[config.mk]
export PLATFORM = sky130hd
export DESIGN_NAME = float_node_serial
export DESIGN_NICKNAME = d
export VERILOG_FILES = /design/src/rtl/float_node_serial.sv
export SDC_FILE = /design/constraint.sdc
export NUM_CORES = 2
export LEC_CHECK = 0
export ABC_AREA = 1
export BUFFER_PORTS_ARGS = -buffer_cell sky130_fd_sc_hd__buf_2
export CAP_MARGIN = 30
export CELL_PAD_IN_SITES_DETAIL_PLACEMENT = 1
export CELL_PAD_IN_SITES_GLOBAL_PLACEMENT = 2
export CORE_MARGIN = 2
export CORE_UTILIZATION = 35
export DETAILED_ROUTE_END_ITERATION = 16
export PLACE_DENSITY = 0.74
export SETUP_SLACK_MARGIN = 0.4
export SYNTH_ARGS = -nofsm -noshare
export SYNTH_HDL_FRONTEND = slang
export SYNTH_SLANG_ARGS = --single-unit
export TNS_END_PERCENT = 1
[constraint.sdc]
create_clock -name clk -period 18.4 [get_ports clk]
set_input_delay 3.68 -clock clk [delete_from_list [all_inputs] [get_ports clk]]
set_output_delay 3.68 -clock clk [all_outputs]
set_load 0.005 [all_outputs]
[src/rtl/float_node_serial.sv]
// float_node_serial: serial single-precision neuron, result = act(sum_i x_i*W[i] + bias).
// Latency: out_valid two cycles after the final sample of a frame is accepted.
// Backpressure: result held in DONE until out_ready; in_ready is low from final accept to handshake.
// Ports: clk/rst_n (async active-low); in_valid/in_ready/in_data/in_last activation stream;
//   out_valid/out_ready/out_data result; w_wr_en/w_wr_addr/w_wr_data coefficient writes
//   (addr NUM_INPUTS selects bias); busy = frame in progress; protocol_err = sticky early in_last.
// Build option: define FLOAT_NODE_RELU_EN to apply ReLU to the result (otherwise raw sum).
module float_node_serial #(
  parameter int NUM_INPUTS = 15,
  parameter int IDX_W      = 5
) (
  input  logic              clk,
  input  logic              rst_n,
  input  logic              in_valid,
  output logic              in_ready,
  input  logic [31:0]       in_data,
  input  logic              in_last,
  output logic              out_valid,
  input  logic              out_ready,
  output logic [31:0]       out_data,
  input  logic              w_wr_en,
  input  logic [IDX_W-1:0]  w_wr_addr,
  input  logic [31:0]       w_wr_data,
  output logic              busy,
  output logic              protocol_err
);

  localparam int               WDEPTH    = 2 ** IDX_W;
  localparam logic [IDX_W-1:0] LAST_IDX  = IDX_W'(NUM_INPUTS - 1);
  localparam logic [IDX_W-1:0] BIAS_ADDR = IDX_W'(NUM_INPUTS);
  localparam logic [31:0]      QNAN      = 32'h7FC0_0000;

  typedef enum logic [1:0] {ST_ACC, ST_BIAS, ST_DONE} state_t;

  // Single-precision multiply, round-to-nearest-even; subnormals flush to zero.
  function automatic logic [31:0] fmul(input logic [31:0] a, input logic [31:0] b);
    logic               sign, g, s;
    logic [47:0]        p;
    logic [23:0]        m;
    logic signed [9:0]  e;
    sign = a[31] ^ b[31];
    if ((&a[30:23] && |a[22:0]) || (&b[30:23] && |b[22:0])) return QNAN;
    if ((&a[30:23] && b[30:23] == 8'h00) || (&b[30:23] && a[30:23] == 8'h00)) return QNAN;
    if (&a[30:23] || &b[30:23]) return {sign, 8'hFF, 23'h0};
    if (a[30:23] == 8'h00 || b[30:23] == 8'h00) return {sign, 31'h0};
    p = 48'({1'b1, a[22:0]}) * 48'({1'b1, b[22:0]});
    e = $signed({2'b00, a[30:23]}) + $signed({2'b00, b[30:23]}) - 10'sd127;
    if (p[47]) begin
      m = {1'b0, p[46:24]}; g = p[23]; s = |p[22:0]; e = e + 10'sd1;
    end else begin
      m = {1'b0, p[45:23]}; g = p[22]; s = |p[21:0];
    end
    m = m + 24'(g & (s | m[0]));
    // A rounding carry leaves the fraction at zero; only the exponent moves.
    if (m[23]) e = e + 10'sd1;
    if (e >= 10'sd255) return {sign, 8'hFF, 23'h0};
    if (e <= 10'sd0) return {sign, 31'h0};
    return {sign, e[7:0], m[22:0]};
  endfunction

  // Single-precision add, round-to-nearest-even with guard/round/sticky bits.
  function automatic logic [31:0] fadd(input logic [31:0] a, input logic [31:0] b);
    logic [31:0]        x, y;
    logic [7:0]         d;
    logic [27:0]        mx, my0, my, sm;
    logic [24:0]        m;
    logic [4:0]         lz;
    logic signed [9:0]  e;
    if ((&a[30:23] && |a[22:0]) || (&b[30:23] && |b[22:0])) return QNAN;
    if (&a[30:23] && &b[30:23] && (a[31] != b[31])) return QNAN;
    if (&a[30:23]) return {a[31], 8'hFF, 23'h0};
    if (&b[30:23]) return {b[31], 8'hFF, 23'h0};
    if (a[30:23] == 8'h00 && b[30:23] == 8'h00) return {a[31] & b[31], 31'h0};
    if (a[30:23] == 8'h00) return b;
    if (b[30:23] == 8'h00) return a;
    // x carries the larger magnitude, so it also gives the result sign.
    if (b[30:0] > a[30:0]) begin x = b; y = a; end
    else begin x = a; y = b; end
    d   = x[30:23] - y[30:23];
    mx  = {2'b01, x[22:0], 3'b000};
    my0 = {2'b01, y[22:0], 3'b000};
    if (d >= 8'd27) begin
      my = 28'd1;
    end else begin
      my = my0 >> d;
      my[0] = my[0] | (|(my0 & ((28'd1 << d) - 28'd1)));
    end
    e  = $signed({2'b00, x[30:23]});
    sm = (x[31] == y[31]) ? (mx + my) : (mx - my);
    if (sm == 28'd0) return 32'h0000_0000;
    if (sm[27]) begin
      sm = {1'b0, sm[27:2], sm[1] | sm[0]};
      e  = e + 10'sd1;
    end else begin
      lz = '0;
      for (int i = 0; i < 27; i++) if (sm[i]) lz = 5'(26 - i);
      sm = sm << lz;
      e  = e - $signed({5'b00000, lz});
    end
    m = {1'b0, sm[26:3]} + 25'(sm[2] & (sm[1] | sm[0] | sm[3]));
    if (m[24]) e = e + 10'sd1;
    if (e >= 10'sd255) return {x[31], 8'hFF, 23'h0};
    if (e <= 10'sd0) return 32'h0000_0000;
    return {x[31], e[7:0], m[22:0]};
  endfunction

  function automatic logic [31:0] activation(input logic [31:0] v);
`ifdef FLOAT_NODE_RELU_EN
    // -0.0 has its sign bit set and therefore maps to +0.
    return v[31] ? 32'h0000_0000 : v;
`else
    return v;
`endif
  endfunction

  state_t             state_q, state_d;
  logic [IDX_W-1:0]   idx_q, idx_d;
  logic [31:0]        acc_q, acc_d;
  logic [31:0]        out_dat_q, out_dat_d;
  logic               out_vld_q, out_vld_d;
  logic               perr_q, perr_d;
  logic [31:0]        bias_q;
  logic [31:0]        w_q [WDEPTH];
  logic [31:0]        add_b, sum;
  logic               accept, wr_apply;

  // The single adder is shared: product during ACC, bias during BIAS.
  assign add_b = (state_q == ST_BIAS) ? bias_q : fmul(in_data, w_q[idx_q]);
  assign sum   = fadd(acc_q, add_b);

  assign busy         = (idx_q != '0) || (state_q != ST_ACC);
  assign out_valid    = out_vld_q;
  assign out_data     = out_dat_q;
  assign protocol_err = perr_q;
  // Coefficients only change between frames so every frame sees one consistent set.
  assign wr_apply     = w_wr_en && !busy && !accept;

  always_comb begin
    state_d   = state_q;
    idx_d     = idx_q;
    acc_d     = acc_q;
    out_dat_d = out_dat_q;
    out_vld_d = out_vld_q;
    perr_d    = perr_q;
    in_ready  = 1'b0;
    accept    = 1'b0;
    case (state_q)
      ST_ACC: begin
        in_ready = 1'b1;
        if (in_valid) begin
          accept = 1'b1;
          acc_d  = sum;
          idx_d  = idx_q + IDX_W'(1);
          if (idx_q == LAST_IDX || in_last) begin
            state_d = ST_BIAS;
            idx_d   = '0;
            if (in_last && idx_q != LAST_IDX) perr_d = 1'b1;
          end
        end
      end
      ST_BIAS: begin
        acc_d     = sum;
        out_dat_d = activation(sum);
        out_vld_d = 1'b1;
        state_d   = ST_DONE;
      end
      ST_DONE: begin
        if (out_ready) begin
          out_vld_d = 1'b0;
          acc_d     = '0;
          state_d   = ST_ACC;
        end
      end
      default: state_d = ST_ACC;
    endcase
  end

  always_ff @(posedge clk or negedge rst_n) begin
    if (!rst_n) begin
      state_q   <= ST_ACC;
      idx_q     <= '0;
      acc_q     <= '0;
      out_dat_q <= '0;
      out_vld_q <= 1'b0;
      perr_q    <= 1'b0;
      bias_q    <= '0;
      for (int i = 0; i < WDEPTH; i++) w_q[i] <= '0;
    end else begin
      state_q   <= state_d;
      idx_q     <= idx_d;
      acc_q     <= acc_d;
      out_dat_q <= out_dat_d;
      out_vld_q <= out_vld_d;
      perr_q    <= perr_d;
      if (wr_apply) begin
        if (w_wr_addr < BIAS_ADDR) w_q[w_wr_addr] <= w_wr_data;
        else if (w_wr_addr == BIAS_ADDR) bias_q <= w_wr_data;
      end
    end
  end

endmodule

==> run metrics <==
status finished, violations left; violated checks setup timing; input/output buffers 110; Final Cycle Share 1.22; vias per cell 5.10; routed len/inst 21.7 µm; Async S/R FF share, synth 1.00; Gate Count Post-Synth 10500; Max Cap Viol 0; clk slew on worst S/H paths 0.07 ns; CTS buffer count 118; Tmin final 22.46 ns; core region area 228000 µm²; reg2reg setup slack -3.34 ns; Setup Skew 0.0327 ns; maximum achievable frequency 0.0445 GHz; Die Width 483 µm; CP max stage delay 0.54 ns; initial antenna violation count 9; post-synthesis sequential area ratio 0.352; overall routing resource usage 0.268; CTS root buf clkbuf_16; largest net degree at the start of global routing 151; WP data required 19.11 ns; Ys Warns 0; Synth-to-Final Area Change 23.4%; Max Slew Vio Count 0; H-tree Lvls 3; # hold bufs at CTS 0; Primary FF master, synth dfrtp_1; DRT Wirelength 312000 µm; CP Class in -> reg; Data arrival, critical path 23.17 ns; CP max-delay cell fa_1; HP Class reg -> reg; Net count, final 12100; CTS tree yes; Die ar. 233000 µm²; Worst-Margin Slew 1.00 ns; Yosys top cell area share 0.352; Final setup viols 64; CTS sink cnt 1129; endpoint type of the worst setup path register; final setup margin -4.06 ns; Fin. Hold Viols 0; First DRT Iteration DRCs 4349; Unique masters post-synth 82; row count 175; first-pass GRT wire length 482000 µm; CP Launch Type input port; Top Ports 111; vias in the first global route 79600; layout cell share with drive strength beyond 1 0.216; Synth area leader dfrtp_1; post-route ant nets 0; post-layout util 0.435; Relative slew margins 0.327; Synthesized Nets 11300; Initial Utilization 0.352; maximum clock path buffer count 3; number of flops mapped to enable cells by yosys 0; total grt overflow 0; CP Max Fanout 19; HPWL Detailed 239000 µm; DRC violations left 0; GP Congestion 0.940; vias post-DR 73300; Cell Area, Synth 80200 µm²; RSZ-0062 raised after global routing true; #FFs+latches synth 1129; drt pass-1 iters 5; Avg Cell Area, Syn 7.66 µm²; Top cell by count, worst path nand2_1; Chip Height 483 µm; Skew-Pair Late Insertion Delay 0.77 ns; top post-synthesis cells by area dfrtp_1 35%, fa_1 12%, nand2_1 11%
## state kept, by name, summed over array words and instances, names as in the netlist
name          cells
bias_q           32
idx_q             5
acc_q            32
w_q            1024
out_valid         1
state_q           2
protocol_err      1
out_data         32
## worst max-delay path: cells and delay by family
kind | cells | cell delay [ns]
and+or+nand+nor | 56 | 5.90
adders and majority gates | 12 | 4.63
AOI/OAI and AO/OA | 24 | 4.38
buffers and inverters | 30 | 3.97
xor gates and xnor gates | 1 | 0.37
muxes | 1 | 0.13
## stage by stage
stage | TNS [ns] | std cells | hold WS (ns) | instance area [µm²] | setup slack (ns)
floorplan | -175.76 | 10500 | 0.424 | 80500 | -2.79
global placement | -345.50 | 14100 | 0.360 | 93300 | -5.47
detailed placement | -372.49 | 14100 | 0.362 | 93500 | -5.95
CTS | -229.56 | 14400 | 0.375 | 98300 | -3.64
global route | -334.82 | 14400 | 0.381 | 99000 | -5.30
finish | -255.39 | 14400 | 0.370 | 99000 | -4.06
## logic make-up (layout without fill, tap and decap cells)
family	after synthesis	in the layout	share of synthesized area
mux	3	3	0.000374
simple gates	4353	4355	0.230
fa+ha+maj	767	767	0.165
other cells	0	5	0
flops	1129	1129	0.352
xor+xnor	96	96	0.0120
buf+inv	2347	3234	0.116
compound gates	1778	1778	0.124
## layout by cell type, fill, tap and decap left out, types with 134 or more instances in the layout
cell type / n
o22ai_1: 195
nand3_1: 495
ha_1: 267
dfrtp_1: 1125
buf_4: 1520
fa_1: 480
nand2_2: 135
inv_1: 1167
a21oi_1: 134
o21ai_0: 1148
nor2_1: 959
nand2_1: 2358
## path summary, 6_finish.rpt
check                           cells after the start      endpoint         from
min in group asynchronous                           1      w_q[569]        rst_n
worst max-delay path                              124  out_data[13]  in_data[16]
worst min register to register                      0      w_q[431]     w_q[431]
worst max register to register                    128  out_data[13]     idx_q[2]
worst min-delay path                                0      w_q[431]     w_q[431]
max in group asynchronous                           6       w_q[10]        rst_n
## layer usage
| metal | vias to the layer above | share of wire | GRT usage |
|---|---|---|---|
| met3 | 362 | 0.035 | 0.0228 |
| met1 | 37100 | 0.46 | 0.369 |
| li1 | 34500 | - | - |
| met5 | - | 0.000035 | 0 |
| met4 | 2 | 0.026 | 0.0726 |
| met2 | 1339 | 0.48 | 0.454 |
## area by class of cell
| type | instances | area, µm² |
|---|---|---|
| Fill cell | 27500 | 129000 |
| Multi-Input combinational cell | 6999 | 43700 |
| Sequential cell | 1129 | 28300 |
| Timing Repair Buffer | 1750 | 14500 |
| Inverter | 1261 | 4780 |
| Tap cell | 3009 | 3760 |
| Clock buffer | 169 | 3430 |
| Clock inverter | 54 | 618 |
| Antenna cell | 5 | 12.5 |
## synthesized netlist by cell type, drive strengths merged, types with 32 or more instances
library cell,count
nand2,2527
inv,1238
o21ai,1206
dfrtp,1129
nor2,1057
clkbuf,981
nand3,527
fa,485
ha,282
o22ai,195
a21oi,151
nand4,123
buf,96
xor2,80
o221ai,67
nor3,46
nor4,34
o211ai,32
## repair_timing
item                                   in CTS  in global routing
setup buffers                              26                  9
endpoints found under the hold margin       0                  0
gates resized for setup                   126                120
setup endpoints to repair                  64                 64
gates cloned                                3                  3
pin swaps                                  32                 61
Power is left out: the tool's default activity adds up to more than one toggle a clock period on the data nets, which glitch-free logic cannot reach.
